===== config.mk =====
export PLATFORM = sky130hd
export DESIGN_NAME = multdiv_unit
export DESIGN_NICKNAME = d
export VERILOG_FILES = /design/src/rtl/multdiv_pkg.sv /design/src/rtl/multdiv_unit_booth4_recode.sv /design/src/rtl/multdiv_unit.sv
export SDC_FILE = /design/constraint.sdc
export NUM_CORES = 1
export LEC_CHECK = 0
export BUFFER_PORTS_ARGS = -buffer_cell sky130_fd_sc_hd__buf_4
export CORE_MARGIN = 5
export CORE_UTILIZATION = 25
export CTS_CLUSTER_DIAMETER = 80
export DETAILED_ROUTE_END_ITERATION = 8
export PLACE_DENSITY = 0.42
export SLEW_MARGIN = 0
export SYNTH_ARGS = -nofsm -noshare
export SYNTH_HDL_FRONTEND = slang
export SYNTH_HIERARCHICAL = 1
export SYNTH_SLANG_ARGS = --single-unit

===== constraint.sdc =====
create_clock -name clock -period 5.2 [get_ports clock]
set_clock_uncertainty 0.1 [all_clocks]
set_input_delay 0 -clock clock [delete_from_list [all_inputs] [get_ports clock]]
set_output_delay 0 -clock clock [all_outputs]
set_load 0.005 [all_outputs]

===== src/rtl/multdiv_pkg.sv =====
`default_nettype none
// ============================================================================
//  Module   : multdiv_pkg
//  Purpose  : Shared definitions for the iterative multiply/divide engine:
//             FSM state encoding, default operand width and the ALU op codes
//             that pipeline control uses to select mul/div.
//  Ports    : none (package)
//  Revision : 1.0 - initial release
// ============================================================================
package multdiv_pkg;

   localparam int DEFAULT_WIDTH = 32;

   // ALU op codes shared with pipeline control
   localparam logic [4:0] ALU_MUL = 5'd6;
   localparam logic [4:0] ALU_DIV = 5'd7;

   typedef enum logic [1:0] {
      ST_IDLE = 2'd0,
      ST_MULT = 2'd1,
      ST_DIV  = 2'd2,
      ST_DONE = 2'd3
   } state_t;

endpackage
`default_nettype wire


===== src/rtl/multdiv_unit_booth4_recode.sv =====
`default_nettype none
// ============================================================================
//  Module   : booth4_recode
//  Purpose  : Radix-4 Booth recoder. Maps a 3-bit multiplier window to a
//             partial product of {0,+1,+2,-1,-2} x multiplicand.
//  Ports    : bits   in  3        overlapping multiplier window {b(i+1),b(i),b(i-1)}
//             mcand  in  WIDTH    signed multiplicand
//             pp     out WIDTH+2  signed partial product (two guard bits)
//  Revision : 1.0 - initial release
// ============================================================================
module booth4_recode
   import multdiv_pkg::*;
#(
   parameter int WIDTH = DEFAULT_WIDTH
) (
   input  logic [2:0]       bits,
   input  logic [WIDTH-1:0] mcand,
   output logic [WIDTH+1:0] pp
);

   logic [WIDTH+1:0] m1;
   logic [WIDTH+1:0] m2;

   // Two guard bits let +/-2 x INT_MIN be represented without wrapping
   assign m1 = {{2{mcand[WIDTH-1]}}, mcand};
   assign m2 = {m1[WIDTH:0], 1'b0};

   always_comb begin
      pp = '0;
      case (bits)
         3'b001, 3'b010: pp = m1;
         3'b011:         pp = m2;
         3'b100:         pp = -m2;
         3'b101, 3'b110: pp = -m1;
         default:        pp = '0;
      endcase
   end

endmodule
`default_nettype wire


===== src/rtl/multdiv_unit.sv =====
`default_nettype none
// ============================================================================
//  Module   : multdiv_unit
//  Purpose  : Iterative signed multiply (radix-4 Booth, WIDTH/2 steps) and
//             restoring divide on magnitudes (WIDTH steps) for the execute
//             stage. Stalls the pipeline via busy, returns result with a
//             one-cycle ready pulse.
//  Ports    : clock          in  1      rising-edge clock
//             reset          in  1      synchronous, active-high
//             data_operandA  in  WIDTH  multiplicand / dividend
//             data_operandB  in  WIDTH  multiplier / divisor
//             ctrl_MULT      in  1      level request: multiply (priority)
//             ctrl_DIV       in  1      level request: divide
//             data_result    out WIDTH  low product bits or quotient
//             data_exception out 1      overflow / divide-by-zero
//             data_resultRDY out 1      one-cycle result-valid pulse
//             busy           out 1      high while iterating
//  Revision : 1.0 - initial release
// ============================================================================
module multdiv_unit
   import multdiv_pkg::*;
#(
   parameter int WIDTH = DEFAULT_WIDTH
) (
   input  logic             clock,
   input  logic             reset,
   input  logic [WIDTH-1:0] data_operandA,
   input  logic [WIDTH-1:0] data_operandB,
   input  logic             ctrl_MULT,
   input  logic             ctrl_DIV,
   output logic [WIDTH-1:0] data_result,
   output logic             data_exception,
   output logic             data_resultRDY,
   output logic             busy
);

   localparam int              CW        = $clog2(WIDTH);
   // Product register: {accumulator with 2 guard bits, multiplier, Booth bit}
   localparam int              PW        = 2*WIDTH + 3;
   localparam logic [CW-1:0]   MULT_LAST = CW'(WIDTH/2 - 1);
   localparam logic [CW-1:0]   DIV_LAST  = CW'(WIDTH - 1);
   localparam logic [WIDTH-1:0] INT_MIN  = {1'b1, {(WIDTH-1){1'b0}}};

   state_t           state;
   state_t           state_next;
   logic [CW-1:0]    count;

   logic [PW-1:0]    prod;
   logic [WIDTH-1:0] mcand;
   logic [WIDTH-1:0] quo;
   logic [WIDTH-1:0] rem;
   logic [WIDTH-1:0] dvs;
   logic             div_neg;
   logic             div_zero;
   logic             div_ovf;

   logic [WIDTH+1:0] pp;
   logic [WIDTH+1:0] acc_sum;
   logic [PW-1:0]    prod_next;
   logic [WIDTH:0]   ovf_bits;
   logic             mult_ovf;
   logic [WIDTH:0]   div_shift;
   logic [WIDTH:0]   div_diff;
   logic [WIDTH-1:0] quo_next;
   logic [WIDTH-1:0] rem_next;
   logic [WIDTH-1:0] abs_a;
   logic [WIDTH-1:0] abs_b;

   // ---------------- multiply datapath ----------------
   booth4_recode #(.WIDTH(WIDTH)) u_recode (
      .bits  (prod[2:0]),
      .mcand (mcand),
      .pp    (pp)
   );

   assign acc_sum   = prod[PW-1:WIDTH+1] + pp;
   assign prod_next = PW'($signed({acc_sum, prod[WIDTH:0]}) >>> 2);
   // After the final shift the 2W-bit product sits at prod[2W:1];
   // signed overflow iff product bits [2W-1:W-1] are not all equal.
   assign ovf_bits  = prod_next[2*WIDTH:WIDTH];
   assign mult_ovf  = ~((&ovf_bits) | ~(|ovf_bits));

   // ---------------- divide datapath ----------------
   // Negation of INT_MIN yields the same bit pattern, which read unsigned
   // is exactly its magnitude 2^(WIDTH-1).
   assign abs_a     = data_operandA[WIDTH-1] ? -data_operandA : data_operandA;
   assign abs_b     = data_operandB[WIDTH-1] ? -data_operandB : data_operandB;
   assign div_shift = {rem, quo[WIDTH-1]};
   assign div_diff  = div_shift - {1'b0, dvs};
   assign quo_next  = {quo[WIDTH-2:0], ~div_diff[WIDTH]};
   assign rem_next  = div_diff[WIDTH] ? div_shift[WIDTH-1:0] : div_diff[WIDTH-1:0];

   // ---------------- FSM ----------------
   always_ff @(posedge clock) begin
      if (reset) begin
         state <= ST_IDLE;
      end else begin
         state <= state_next;
      end
   end

   always_comb begin
      state_next = state;
      case (state)
         ST_IDLE: begin
            if (ctrl_MULT) begin
               state_next = ST_MULT;
            end else if (ctrl_DIV) begin
               state_next = ST_DIV;
            end
         end
         ST_MULT: if (count == MULT_LAST) state_next = ST_DONE;
         ST_DIV:  if (count == DIV_LAST)  state_next = ST_DONE;
         default: state_next = ST_IDLE;
      endcase
   end

   always_comb begin
      busy           = (state == ST_MULT) || (state == ST_DIV);
      data_resultRDY = (state == ST_DONE);
   end

   // ---------------- datapath registers ----------------
   always_ff @(posedge clock) begin
      if (reset) begin
         count          <= '0;
         data_result    <= '0;
         data_exception <= 1'b0;
         prod           <= '0;
         mcand          <= '0;
         quo            <= '0;
         rem            <= '0;
         dvs            <= '0;
         div_neg        <= 1'b0;
         div_zero       <= 1'b0;
         div_ovf        <= 1'b0;
      end else begin
         case (state)
            ST_IDLE: begin
               count <= '0;
               if (ctrl_MULT) begin
                  prod  <= {{(WIDTH+2){1'b0}}, data_operandB, 1'b0};
                  mcand <= data_operandA;
               end else if (ctrl_DIV) begin
                  quo      <= abs_a;
                  dvs      <= abs_b;
                  rem      <= '0;
                  div_neg  <= data_operandA[WIDTH-1] ^ data_operandB[WIDTH-1];
                  div_zero <= (data_operandB == '0);
                  div_ovf  <= (data_operandA == INT_MIN) && (&data_operandB);
               end
            end
            ST_MULT: begin
               prod  <= prod_next;
               count <= count + 1'b1;
               if (count == MULT_LAST) begin
                  data_result    <= prod_next[WIDTH:1];
                  data_exception <= mult_ovf;
               end
            end
            ST_DIV: begin
               quo   <= quo_next;
               rem   <= rem_next;
               count <= count + 1'b1;
               if (count == DIV_LAST) begin
                  // Divide-by-zero forces 0; INT_MIN/-1 naturally yields INT_MIN
                  data_result    <= div_zero ? '0 : (div_neg ? -quo_next : quo_next);
                  data_exception <= div_zero | div_ovf;
               end
            end
            default: ;
         endcase
      end
   end

endmodule
`default_nettype wire

======== Yosys cells after proc, flatten, opt, wreduce, memory -nomap -nowiden ========
Index checks and enable logic that the tools add are counted.
W data, S select, Z words.
operators by class
  $add $sub $neg .......................... 8
  equality and inequality tests ........... 18
  multiplexer cells ....................... 26
  bitwise gates (word level) .............. 7
  reductions and logical operators ........ 20
operators by type and width
  operator                count
  $mux W32                11
  $pmux W32 S2            3
  $pmux W34 S4            1
  $pmux W67 S2            1
  $neg A32 Y32            3
  $neg A34 Y34            2
  $mux W67                1
  $add A34 B34 Y34        1
  $reduce_and A33 Y1      1
  $reduce_or A33 Y1       1
  $sub A33 B32 Y33        1
  $eq A32 B32 Y1 const B  1
  $logic_not A32 Y1       1
  $reduce_and A32 Y1      1
  $reduce_and A3 Y1       4
  $ne A2 B2 Y1 const B    5
  $pmux W5 S2             1
  $eq A3 B3 Y1 const B    3
  $mux W2                 4
  $reduce_bool A2 Y1      4
  $eq A3 B2 Y1 const B    2
  $pmux W2 S3             1
  $reduce_or A2 Y1        3
  $add A5 B1 Y5 const B   1
  other kinds (15)        22
storage, ports and cells
  register bits ........................... 238
  output and inout port bits .............. 35

======== Depth between registers and ports, before layout ========
Gate-level depths: netlist of the first run.
  word-level depth ........................ 10
  gate-level depth with buffers ........... 19
  gate-level depth less buffers ........... 18

======== Modules after synthesis ========
Netlist of the first run, hierarchy kept.
modules (own cells, without submodules)
  module         times used  cells each  area each (um^2)  seq. area each (um^2)
  multdiv_unit   1           2017        15322.2           4724.5
  booth4_recode  1           339         2198.4            0.0

======== Worst setup path before layout of the first run ========
OpenSTA, ideal clock, no wires.
  kind .................................... reg-to-reg
  from .................................... reg mcand[5]
  to ...................................... reg data_exception
  setup time .............................. 0.125 ns
  arrival time ............................ 4.349 ns
  required time ........................... 4.975 ns
  slack ................................... 0.626 ns
  stages on the path, launching flop included .. 18
  buffers on the path ..................... 1
  cell sequence ........................... dfxtp_1 or4_1 or4_1 xor2_1 a22oi_1 a21oi_1 ha_1 clkbuf_1 a21oi_1 o21ai_0 nor3_1 a211o_1 o31ai_1 xor2_1 or4_1 nor4_1 a311o_1 nand2_1
between the ends
  word-level cells in the longest chain between the ends .. 9
  elaborated cells on any way between the ends .. 11
  classes of those cells .................. 3 x add/sub; 3 x mux; 3 x bitwise; 2 x reduce/logical
RTL lines
  what                                    RTL line                                                            RTL
  start: declaration                      multdiv_unit.sv:49                                                  logic [WIDTH-1:0] mcand;
  start signal: assignment                multdiv_unit.sv:143                                                 mcand <= data_operandA;
  $neg A34 Y34, on equally long branches  multdiv_unit_booth4_recode.sv:34, multdiv_unit_booth4_recode.sv:33
  $pmux W34 S4 *                          multdiv_unit_booth4_recode.sv:30                                    case (bits)
  named net pp[9]                         multdiv_unit.sv:57                                                  logic [WIDTH+1:0] pp;
  $add A34 B34 Y34 *                      multdiv_unit.sv:76                                                  assign acc_sum = prod[PW-1:WIDTH+1] + pp;
  $reduce_or A33 Y1                       multdiv_unit.sv:81                                                  assign mult_ovf = ~((&ovf_bits) | ~(|ovf_bits));
  $not A1 Y1                              multdiv_unit.sv:81
  $or A1 B1 Y1 *                          multdiv_unit.sv:81
  $not A1 Y1 *                            multdiv_unit.sv:81
  $mux W1 *                               multdiv_unit.sv:156                                                 if (count == MULT_LAST) begin
  $pmux W1 S2 *                           multdiv_unit.sv:138                                                 case (state)
  end signal: assignment                  multdiv_unit.sv:158                                                 data_exception <= mult_ovf;
  end signal: assignment                  multdiv_unit.sv:168                                                 data_exception <= div_zero | div_ovf;
  end: declaration                        multdiv_unit.sv:32                                                  output logic data_exception,
Mark *: on every way through the listed nets, which the timed path passes. The rest lies on a longest branch. The select of a mux whose other input is x is not followed.
A chain may end at the register's enable or synchronous reset.

======== Worst setup path after layout of the first run ========
  from .................................... reg mcand[0]
  to ...................................... reg data_exception
The elaborated chain is that of the path after synthesis.

==> results of run 1 <==
==> cell type report <==
type                            count  share of cell area [%]
Clock inverter                     14                   0.805
Clock buffer                       40                    3.97
Tap cell                          940                    5.37
Inverter                           68                    1.19
Sequential cell                   236                    21.6
Timing Repair Buffer              325                    12.5
Multi-Input combinational cell   1891                    54.6
==> cell usage after synthesis, types with 23 or more instances <==
master / instances
nor2_1: 282
nand2_1: 277
dfxtp_1: 236
a21oi_1: 200
o21ai_0: 145
clkbuf_1: 136
xor2_1: 90
a211oi_1: 81
ha_1: 78
xnor2_1: 67
inv_1: 66
nor3_1: 64
mux2i_1: 63
nand3_1: 38
a22oi_1: 35
or3_1: 32
nand2b_1: 31
nor4_1: 28
o31ai_1: 28
a21o_1: 26
a221oi_1: 23
==> metal layers <==
metal / wire (um) / part of all wire (%) / track usage (%) / vias to the layer above
met5: 0 / 0 / 0 / -
met4: 1870 / 2.8 / 4.90 / 0
met3: 2730 / 4.0 / 1.69 / 97
met2: 30200 / 45 / 27.7 / 428
met1: 32600 / 48 / 24.9 / 8727
li1: - / - / - / 8958
==> state kept, by name (all words and copies together), names as in the netlist, 2 cells and up <==
register / flops
prod: 65
data_result: 32
rem: 32
dvs: 32
state: 2
mcand: 32
quo: 32
count: 5
==> cells in the final DEF, fill, tap and decap left out, types with 28 or more instances in the layout <==
cell,instances
nand2b_1,30
ha_1,76
a22oi_1,35
nor3_1,63
xnor2_1,67
mux2i_1,63
clkbuf_16,31
a211oi_1,81
nor2_1,280
nand2_1,277
inv_1,65
buf_4,214
nand3_1,38
dfxtp_1,236
or3_1,32
xor2_1,90
dlygate4sd3_1,109
o31ai_1,28
o21ai_0,144
a21oi_1,198
==> stage by stage <==
step / worst slack, ns / utilization [%] / instances
after floorplan: 0.626 / - / 2356
after global placement: 0.259 / 28.3 / 3351
after detailed placement: 0.218 / 28.3 / 3351
after CTS: 0.190 / 31.3 / 3514
after global routing: 0.0211 / 31.4 / 3514
final: 0.345 / 31.4 / 3514
==> worst max-delay path: cells and delay by family, from the launching register on <==
kind / cells / cell delay (ns)
xor+xnor: 2 / 0.31
compound gates: 4 / 1.22
buf+inv: 3 / 0.46
fa+ha+maj: 2 / 0.64
flops: 1 / 0.34
simple gates: 9 / 1.66
==> cells by family after synthesis <==
family / count (synthesis) / synth area share, %
AOI/OAI and AO/OA: 697 / 26.0
xor gates and xnor gates: 157 / 7.85
adders and majority gates: 80 / 5.80
buffers and inverters: 229 / 5.13
DFF: 236 / 27.0
muxes: 63 / 3.60
and+or+nand+nor: 894 / 24.7
==> power by group through the flow <==
stage	clock network (uW)	logic, uW	registers (uW)
floorplan	0	3820	2410
global placement	0	5590	2600
detailed placement	0	5590	2610
CTS	2300	5730	2570
global route	2370	6340	2620
finish	2230	5750	2580
==> path summary, 6_finish.rpt <==
| path | start | endpoint | slack (ns) | cells past startpoint |
|---|---|---|---|---|
| setup / recovery | mcand[0] | data_exception | 0.34 | 20 |
| hold / removal | data_operandB[27] | prod[28] | 0.23 | 4 |
| setup reg to reg | mcand[0] | data_exception | 0.34 | 20 |
| hold reg to reg | dvs[21] | dvs[21] | 0.36 | 2 |
==> timing repair <==
item | CTS | global route
gates resized for setup | 0 | 8
hold buffers | 109 | 0
setup endpoints to repair | 0 | 2
endpoints found under the hold margin | 180 | 0
==> impl_results.rst, run 1 <==
.. list-table::
   :header-rows: 1

   * - Metric
     - Value
   * - Sort of element at the start of the critical path
     - flip-flop
   * - Layout Nets
     - approximately 2.7k
   * - Initial antenna violation count
     - 0
   * - Final weighted congestion in routability-driven placement
     - between 0.8 and 0.9
   * - Worst hold slack across all endpoints
     - about 0.23 ns
   * - Cell area after layout
     - between 0.02 and 0.025 sq mm
   * - Switching share of total power
     - approximately 46%
   * - Die X-Extent
     - about 270 um
   * - Number of buffers added for setup after CTS
     - 0
   * - Hold crit path type
     - primary input to flip-flop
   * - Count of unique library cells instantiated by Yosys
     - 94
   * - Number of storage elements in the synthesis netlist
     - about 240
   * - DRC violation count after routing
     - 0
   * - Sequence of cells on the critical path
     - inv_1 > ha_1 > nor3b_1 > buf_4 > nand3_1 > o31a_1 > xnor2_1 > o21ai_0 > ha_1 > nand4_1 > nor3_2 > a22oi_1 > nand3b_1 > xnor2_1 > or3_1 > nor4_1 > buf_4 > nand4_1 > o311ai_1 > nand2_1
   * - Via count of the first global-routing pass
     - roughly 17k
   * - Cell-internal power
     - 5740 uW
   * - Row Count
     - 97
   * - Average size of a mapped cell
     - 7.44 sq um
   * - Power share of the combinational group
     - between 50 and 60%
   * - Outcome
     - finished clean
   * - Cell types occupying the most area after synthesis
     - dfxtp_1, nor2_1, nand2_1
   * - Wirelength, routed
     - approximately 67 mm
   * - Routed vias/inst
     - just over 5
   * - Overall overflow remaining after global route
     - 0
   * - Net switching power
     - 4820 uW
   * - Gate Count Post-Synth
     - 2356
   * - Number of flops mapped to enable cells by yosys
     - 0
   * - Share of Yosys cell area claimed by the top area cell type
     - a little over a quarter
   * - Clock buffer depth
     - 3
   * - Sequential-to-total area share from yosys stat
     - between 20% and 30%
   * - PortBufs
     - approximately 100
   * - CP arrival
     - approximately 5.2 ns
   * - Maximum single-stage delay on the critical path
     - ~0.4 ns
   * - Async SR Flop Fraction
     - 0%
   * - Final total power
     - approximately 11000 uW
   * - Total clock buffers created by CTS
     - 31
   * - Max transition margin
     - a little under a quarter
   * - Reg clk slew, reported paths
     - around 0.060 ns
   * - Net count after synthesis
     - 2504
   * - Final-layout fill cell count
     - roughly 7.6k
   * - Die ar.
     - between 0.07 and 0.08 sq mm
   * - Root buffer cell
     - clkbuf_16
   * - Maximum capacitance violations
     - 0
   * - Share of total power in the clock network
     - about a fifth
   * - Kind of critical path
     - flip-flop to flip-flop
   * - Sequential cell fraction of total power
     - about a quarter
   * - RSZ-0062 raised after global routing
     - no
   * - Deepest level of the CTS H-tree
     - 1
   * - Largest vdd supply drop
     - ~0.28 mV
   * - Clock insertion delay at the later pin of the skew report
     - about 0.62 ns
   * - Initial Util
     - about 25%
   * - Library cell with the largest summed area after synthesis
     - dfxtp_1
   * - IO Pins
     - between 100 and 150
   * - Fraction of final layout cells with drive strength greater than 1
     - roughly an eighth
   * - TritonCTS clock tree
     - yes
   * - Wire length per cell
     - 19.2 um
   * - Power density normalized to cell area
     - between 400 and 500 mW/mm^2
   * - Critical-path maximum fanout
     - 6
   * - Cell area after placement
     - ~0.020 sq mm
   * - Final setup viols
     - 0
   * - Detailed placement HPWL
     - 50.1 mm
   * - Total standard cell area after synthesis
     - between 0.015 and 0.02 sq mm
   * - Ys flop type
     - dfxtp_1
   * - Fin crit period
     - between 4 and 5 ns
   * - Count of yosys warnings during synthesis
     - 6
   * - Global routing usage summed across all routing layers
     - between 10% and 20%
   * - Count of final max-slew check failures
     - 0
   * - Final hold violation count
     - 0
   * - Pin count of the biggest net entering global routing
     - between 90 and 100
   * - Core Footprint
     - around 0.07 sq mm
   * - Share of the clock period used by the worst path
     - 93.4%
   * - Area of the multi-input gates
     - 0.0120 sq mm
   * - Antenna-violating nets left
     - 0
   * - DIE HEIGHT
     - roughly 270 um
   * - TritonCTS sink count
     - about 240
   * - Synth-to-layout area growth
     - 25.0%
   * - P_leak
     - around 0.0085 uW
   * - Number of optimization iterations in the first detailed-route pass
     - 5
   * - Wire length of the first global-routing pass
     - 105 mm
   * - CP max stage cell
     - ha_1
   * - # diodes
     - 0
   * - Total vias in the final route
     - 18.2k
   * - Least-Margin Pin Slew
     - around 1.1 ns
   * - Sort of element at the end of the critical path
     - flip-flop
   * - Required @ worst endpoint
     - approximately 5.6 ns
   * - Count of routing violations after the opening detailed-route iteration
     - around 1.3k
   * - Seq. cell area
     - 0.00472 sq mm
   * - Max Clk Rate
     - ~210 MHz
   * - Post-Route Setup TNS
     - 0 ns
No activity file was read; power rests on OpenSTA's default activity.
==> run 2, diff against run 1 <==
--- a/config.mk
+++ b/config.mk
@@ -8,6 +8,7 @@
 export BUFFER_PORTS_ARGS = -buffer_cell sky130_fd_sc_hd__buf_4
 export CORE_MARGIN = 5
 export CORE_UTILIZATION = 25
+export CTS_BUF_LIST = sky130_fd_sc_hd__clkbuf_16
 export CTS_CLUSTER_DIAMETER = 80
 export DETAILED_ROUTE_END_ITERATION = 8
 export PLACE_DENSITY = 0.42
==> constraint.sdc (replaced) <==
create_clock -name clock -period 5.2 [get_ports clock]
set_clock_uncertainty 0.1 [all_clocks]
set_input_delay 0.26 -clock clock [delete_from_list [all_inputs] [get_ports clock]]
set_output_delay 0.26 -clock clock [all_outputs]
set_load 0.005 [all_outputs]
==> run 2 against run 1 <==
Net effect:
- global-route usage decreased by 0.16 points
- critical endpoint unchanged
- first-iteration DRC count decreased by 5.5%
- design area decreased by 2.3%
- non-clock buffer count decreased by 45
==> impl_results.rst, run 2 (synthesis gave the netlist of run 1 again) <==
.. list-table::
   :header-rows: 1

   * - Metric
     - Value
   * - Post-Route Setup TNS
     - 0 ns
   * - RSZ-0062 raised after global routing
     - no
   * - Outcome
     - finished clean
   * - Sequential cell fraction of total power
     - between 20% and 30%
   * - Clock insertion delay at the later pin of the skew report
     - 0.61 ns
   * - Root buffer cell
     - clkbuf_16
   * - Share of total power in the clock network
     - 20.5%
   * - Most common cell after layout, fill and taps aside
     - nor2_1
   * - Final-layout fill cell count
     - around 7.6k
   * - CP arrival
     - approximately 5.3 ns
   * - Wire length per cell
     - 19.3 um
   * - P_leak
     - a little over 0.008 uW
   * - Initial Util
     - 25.1%
   * - Final setup viols
     - 0
   * - Number of buffers added for setup after CTS
     - 0
   * - Max transition margin
     - between 20% and 30%
   * - Sort of element at the start of the critical path
     - flip-flop
   * - DIE HEIGHT
     - between 200 and 300 um
   * - Die ar.
     - between 0.07 and 0.08 sq mm
   * - CP max stage cell
     - ha_1
   * - Total vias in the final route
     - ~18k
   * - Hold crit path type
     - primary input to flip-flop
   * - Least-Margin Pin Slew
     - 1.15 ns
   * - Count of routing violations after the opening detailed-route iteration
     - 1221
   * - Critical-path maximum fanout
     - 6
   * - Power share of the combinational group
     - ~55%
   * - Layout Nets
     - 2656
   * - Fin crit period
     - just under 5 ns
   * - Worst path top cell family by delay
     - compound AO/OA/AOI/OAI gates
   * - Largest vdd supply drop
     - between 0.2 and 0.3 mV
   * - Final weighted congestion in routability-driven placement
     - 0.869
   * - Cell-internal power
     - between 5000 and 6000 uW
   * - Area of the multi-input gates
     - 0.0120 sq mm
   * - Row Count
     - 97
   * - Worst hold slack across all endpoints
     - approximately 0.043 ns
   * - Maximum single-stage delay on the critical path
     - approximately 0.40 ns
   * - TritonCTS clock tree
     - yes
   * - Clock buffer depth
     - 3
   * - Maximum capacitance violations
     - 0
   * - Final hold violation count
     - 0
   * - Overall overflow remaining after global route
     - 0
   * - Antenna-violating nets left
     - 0
   * - IO Pins
     - about 100
   * - Core Footprint
     - 0.0698 sq mm
   * - Internal reg-to-reg setup slack
     - approximately 0.3 ns
   * - Sequence of cells on the critical path
     - inv_1 > ha_1 > nor3b_1 > buf_4 > nand3_1 > o31a_1 > xnor2_1 > o21ai_0 > ha_1 > nand4_1 > nor3_2 > a22oi_1 > nand3b_1 > buf_4 > a311oi_1 > xor2_1 > nor4_1 > nand4_1 > o311ai_1 > nand2_1
   * - Share of the clock period used by the worst path
     - approximately 94%
   * - Total clock buffers created by CTS
     - 31
   * - Deepest level of the CTS H-tree
     - 1
   * - Synth-to-layout area growth
     - 22.1%
   * - Most frequent cells in the layout
     - nor2_1, nand2_1, dfxtp_1
   * - Buffers & Inverters on Critical Path
     - 3
   * - Kind of critical path
     - flip-flop to flip-flop
   * - Initial antenna violation count
     - 0
   * - Seq. cell area
     - roughly 0.0047 sq mm
   * - Wirelength, routed
     - approximately 67 mm
   * - DRC violation count after routing
     - 0
   * - TritonCTS sink count
     - around 240
   * - Max Clk Rate
     - 204 MHz
   * - Net switching power
     - slightly below 5000 uW
   * - Register ranked first by flip-flop count
     - prod
   * - Wire length of the first global-routing pass
     - approximately 100 mm
   * - Required @ worst endpoint
     - 5.58 ns
   * - Via count of the first global-routing pass
     - around 17k
   * - Number of flip-flops under the largest register name
     - 65
   * - Sort of element at the end of the critical path
     - flip-flop
   * - Global routing usage summed across all routing layers
     - between 15 and 20%
   * - Switching share of total power
     - roughly 46%
   * - Fraction of final layout cells with drive strength greater than 1
     - 12.7%
   * - PortBufs
     - between 100 and 150
   * - # diodes
     - 0
   * - Die X-Extent
     - approximately 270 um
   * - Pin count of the biggest net entering global routing
     - 98
   * - Count of final max-slew check failures
     - 0
   * - Routed vias/inst
     - about 5.2
   * - Number of optimization iterations in the first detailed-route pass
     - 5
   * - Reg clk slew, reported paths
     - 0.06 ns
   * - Detailed placement HPWL
     - 50.1 mm
   * - Power density normalized to cell area
     - about 490 mW/mm^2
run 2: cell type report:
cell class	instances	area share (%)
Clock inverter	23	0.982
Inverter	68	1.22
Tap cell	940	5.50
Multi-Input combinational cell	1891	55.9
Timing Repair Buffer	280	10.6
Sequential cell	236	22.1
Clock buffer	31	3.63
run 2: metal layers:
metal	GRT usage [%]	up-vias	part of all wire [%]
met3	1.59	90	3.9
li1	-	8870	-
met5	0	-	0
met1	24.9	8677	49
met4	4.82	0	2.7
met2	27.2	406	45
run 2: power by group through the flow:
stage                     logic (uW)  registers, uW  clock network [uW]
after floorplan                 3820           2410                   0
after global placement          5590           2600                   0
after detailed placement        5590           2610                   0
after CTS                       5660           2570                2200
after global routing            6260           2620                2270
final                           5690           2580                2130
run 2: per-stage QoR:
stage / setup slack [ns] / cells / util [%] / area (sq um) / total power (uW)
after floorplan: 0.626 / 2356 / - / 17500 / 6220
after global placement: 0.259 / 3351 / 28.3 / 19700 / 8190
after detailed placement: 0.218 / 3351 / 28.3 / 19700 / 8210
after CTS: 0.190 / 3469 / 30.6 / 21400 / 10400
after global routing: 0.0211 / 3469 / 30.7 / 21400 / 11200
final: 0.302 / 3469 / 30.7 / 21400 / 10400
run 2: worst min-delay path, cell delays in order:
cell and delay (ns):
buf_4 0.11, o21a_1 0.19, mux2i_1 0.09, nor2_1 0.07
run 2: worst paths after layout:
check	endpoint	startpoint	depth (start not counted)
max	data_exception	mcand[0]	20
min	state[1]	ctrl_DIV	4
max reg2reg	data_exception	mcand[0]	20
min reg2reg	dvs[22]	dvs[22]	2
run 2: timing repair:
action	in CTS	in global routing
endpoints found under the hold margin	129	0
hold buffers	64	0
gates resized for setup	0	8
setup endpoints to repair	0	2
==> run 3, diff against run 2 <==
--- a/config.mk
+++ b/config.mk
@@ -5,13 +5,13 @@
 export SDC_FILE = /design/constraint.sdc
 export NUM_CORES = 1
 export LEC_CHECK = 0
-export BUFFER_PORTS_ARGS = -buffer_cell sky130_fd_sc_hd__buf_4
+export BUFFER_PORTS_ARGS = -buffer_cell sky130_fd_sc_hd__clkbuf_2
 export CORE_MARGIN = 5
-export CORE_UTILIZATION = 25
+export CORE_UTILIZATION = 60
 export CTS_BUF_LIST = sky130_fd_sc_hd__clkbuf_16
 export CTS_CLUSTER_DIAMETER = 80
 export DETAILED_ROUTE_END_ITERATION = 8
-export PLACE_DENSITY = 0.42
+export PLACE_DENSITY = 0.81
 export SLEW_MARGIN = 0
 export SYNTH_ARGS = -nofsm -noshare
 export SYNTH_HDL_FRONTEND = slang
==> constraint.sdc (replaced) <==
create_clock -name clock -period 5.5 [get_ports clock]
set_clock_uncertainty 0.1 [all_clocks]
set_input_delay 0.275 -clock clock [delete_from_list [all_inputs] [get_ports clock]]
set_output_delay 0.275 -clock clock [all_outputs]
set_load 0.005 [all_outputs]
==> run 3 against run 2 <==
Net effect:
- combinational power shrank 13%
- count of clock-buffer cells in the layout down 4
- fmax is 5.5% lower
- via count is 1.6% higher
- worst hold slack got worse by 0.0064 ns
- core utilization grew 37 points
- sequential power decreased by 5%
- routed wire length down 17%
- sequential share of layout area grew 2.2 points
==> impl_results.rst, run 3 (synthesis gave the netlist of run 1 again) <==
.. list-table::
   :header-rows: 1

   * - Metric
     - Value
   * - Outcome
     - finished clean
   * - DRC violation count after routing
     - 0
   * - CP arrival
     - ~5.5 ns
   * - Wire length per cell
     - approximately 20 um
   * - Pin count of the biggest net entering global routing
     - 117
   * - Clock insertion delay at the later pin of the skew report
     - 0.56 ns
   * - Register ranked first by flip-flop count
     - prod
   * - Overall overflow remaining after global route
     - 0
   * - Largest vdd supply drop
     - 0.438 mV
   * - DIE HEIGHT
     - 181 um
   * - Clock buffer depth
     - 3
   * - Final setup viols
     - 0
   * - Root buffer cell
     - clkbuf_16
   * - Required @ worst endpoint
     - a little under 6 ns
   * - Synth-to-layout area growth
     - 11.2%
   * - Share of the clock period used by the worst path
     - a little over nine tenths
   * - Max Clk Rate
     - about 190 MHz
   * - Global routing usage summed across all routing layers
     - roughly a third
   * - Number of optimization iterations in the first detailed-route pass
     - 5
   * - Initial antenna violation count
     - 1
   * - Post-Route Setup TNS
     - 0 ns
   * - Antenna-violating nets left
     - 0
   * - TritonCTS clock tree
     - yes
   * - Kind of critical path
     - flip-flop to flip-flop
   * - Most frequent cells in the layout
     - nor2_1, nand2_1, dfxtp_1
   * - Number of flip-flops under the largest register name
     - 65
   * - Hold crit path type
     - primary input to flip-flop
   * - Final hold violation count
     - 0
   * - Layout Nets
     - 2550
   * - Count of final max-slew check failures
     - 0
   * - Wirelength, routed
     - between 50 and 60 mm
   * - Max transition margin
     - ~20%
   * - P_leak
     - 0.00762 uW
   * - Wire length of the first global-routing pass
     - ~89 mm
   * - Deepest level of the CTS H-tree
     - 1
   * - Via count of the first global-routing pass
     - about 17k
   * - TritonCTS sink count
     - between 200 and 250
   * - PortBufs
     - between 100 and 150
   * - Power density normalized to cell area
     - between 400 and 500 mW/mm^2
   * - Post-layout utilization of the core
     - roughly two thirds
   * - Sort of element at the end of the critical path
     - flip-flop
   * - Fin crit period
     - roughly 5.2 ns
   * - Final setup margin
     - 0.314 ns
   * - Final weighted congestion in routability-driven placement
     - around 0.98
   * - Reg clk slew, reported paths
     - around 0.060 ns
   * - Core Footprint
     - approximately 0.029 sq mm
   * - Worst hold slack across all endpoints
     - around 0.036 ns
   * - Total clock buffers created by CTS
     - 27
   * - Die ar.
     - roughly 0.033 sq mm
   * - Maximum capacitance violations
     - 0
   * - Die X-Extent
     - approximately 180 um
   * - Fraction of final layout cells with drive strength greater than 1
     - under 10%
   * - Count of routing violations after the opening detailed-route iteration
     - approximately 1.9k
   * - Critical-path maximum fanout
     - 13
   * - IO Pins
     - 103
   * - Routed vias/inst
     - 6.54
   * - Most common cell after layout, fill and taps aside
     - nor2_1
   * - Initial Util
     - between 60% and 70%
   * - Least-Margin Pin Slew
     - between 1 and 1.5 ns
   * - Detailed placement HPWL
     - roughly 40 mm
   * - Row Count
     - 62
   * - Placement-stage worst setup slack
     - just under 0.3 ns
   * - Sort of element at the start of the critical path
     - flip-flop
   * - Total vias in the final route
     - about 18k
   * - Final total power
     - ~9200 uW
==> run 3: worst paths after layout <==
path	cells after the start	startpoint	to	slack (ns)
worst max-delay path	18	mcand[0]	data_exception	0.31
worst min-delay path	3	data_operandB[2]	prod[3]	0.04
worst max register to register	18	mcand[0]	data_exception	0.31
worst min register to register	2	dvs[0]	dvs[0]	0.36
==> run 3: repair_timing <==
action                                  4_1_cts  5_1_grt
buffers inserted                              0        3
hold buffers                                 33        0
endpoints found under the setup margin        0        1
gates resized for setup                       0        6
endpoints found under the hold margin        33        0
==> run 3: cell type report <==
cell class / instances / area [sq um]
multi-input combinational: 1891 / 12000
tap: 384 / 480
clock inverter: 19 / 188
antenna: 1 / 2.50
fill: 2461 / 9290
sequential: 236 / 4730
clock buffer: 27 / 676
timing repair buffer: 178 / 1190
inverter: 68 / 260
==> run 3: critical path, cell delays in order (launching register included) <==
cell and delay (ns):
dfxtp_1 0.34, inv_1 0.09, ha_1 0.25, nor4b_2 0.34, nand4_2 0.30, nor4_1 0.31, xor2_1 0.18, o221ai_1 0.26
ha_2 0.56, nand4_1 0.16, nor4_1 0.50, nand3_1 0.12, o21ai_0 0.31, nor2_1 0.16, o21a_1 0.23, nor4_1 0.29
nand4_1 0.16, o311ai_1 0.30, nand2_1 0.08
==> run 3: report_power, final <==
group / switching [uW] / internal, uW
combinational: 3100 / 1840
sequential: 418 / 2040
clock: 750 / 1030
total: 4260 / 4910
==> run 3: per-stage QoR <==
step	area [sq um]	std cells
2_1_floorplan	17500	2356
3_3_place_gp	18300	2721
3_5_place_dp	18300	2721
4_1_cts	19400	2800
5_1_grt	19500	2804
6_report	19500	2804
==> run 3: routing by layer <==
layer,up-vias,wire length (um),global-route usage (%)
met1,8619,24200,46.3
met2,925,24800,50.3
met4,0,1610,9.13
met3,130,5240,4.75
met5,-,0,0
li1,8655,-,-
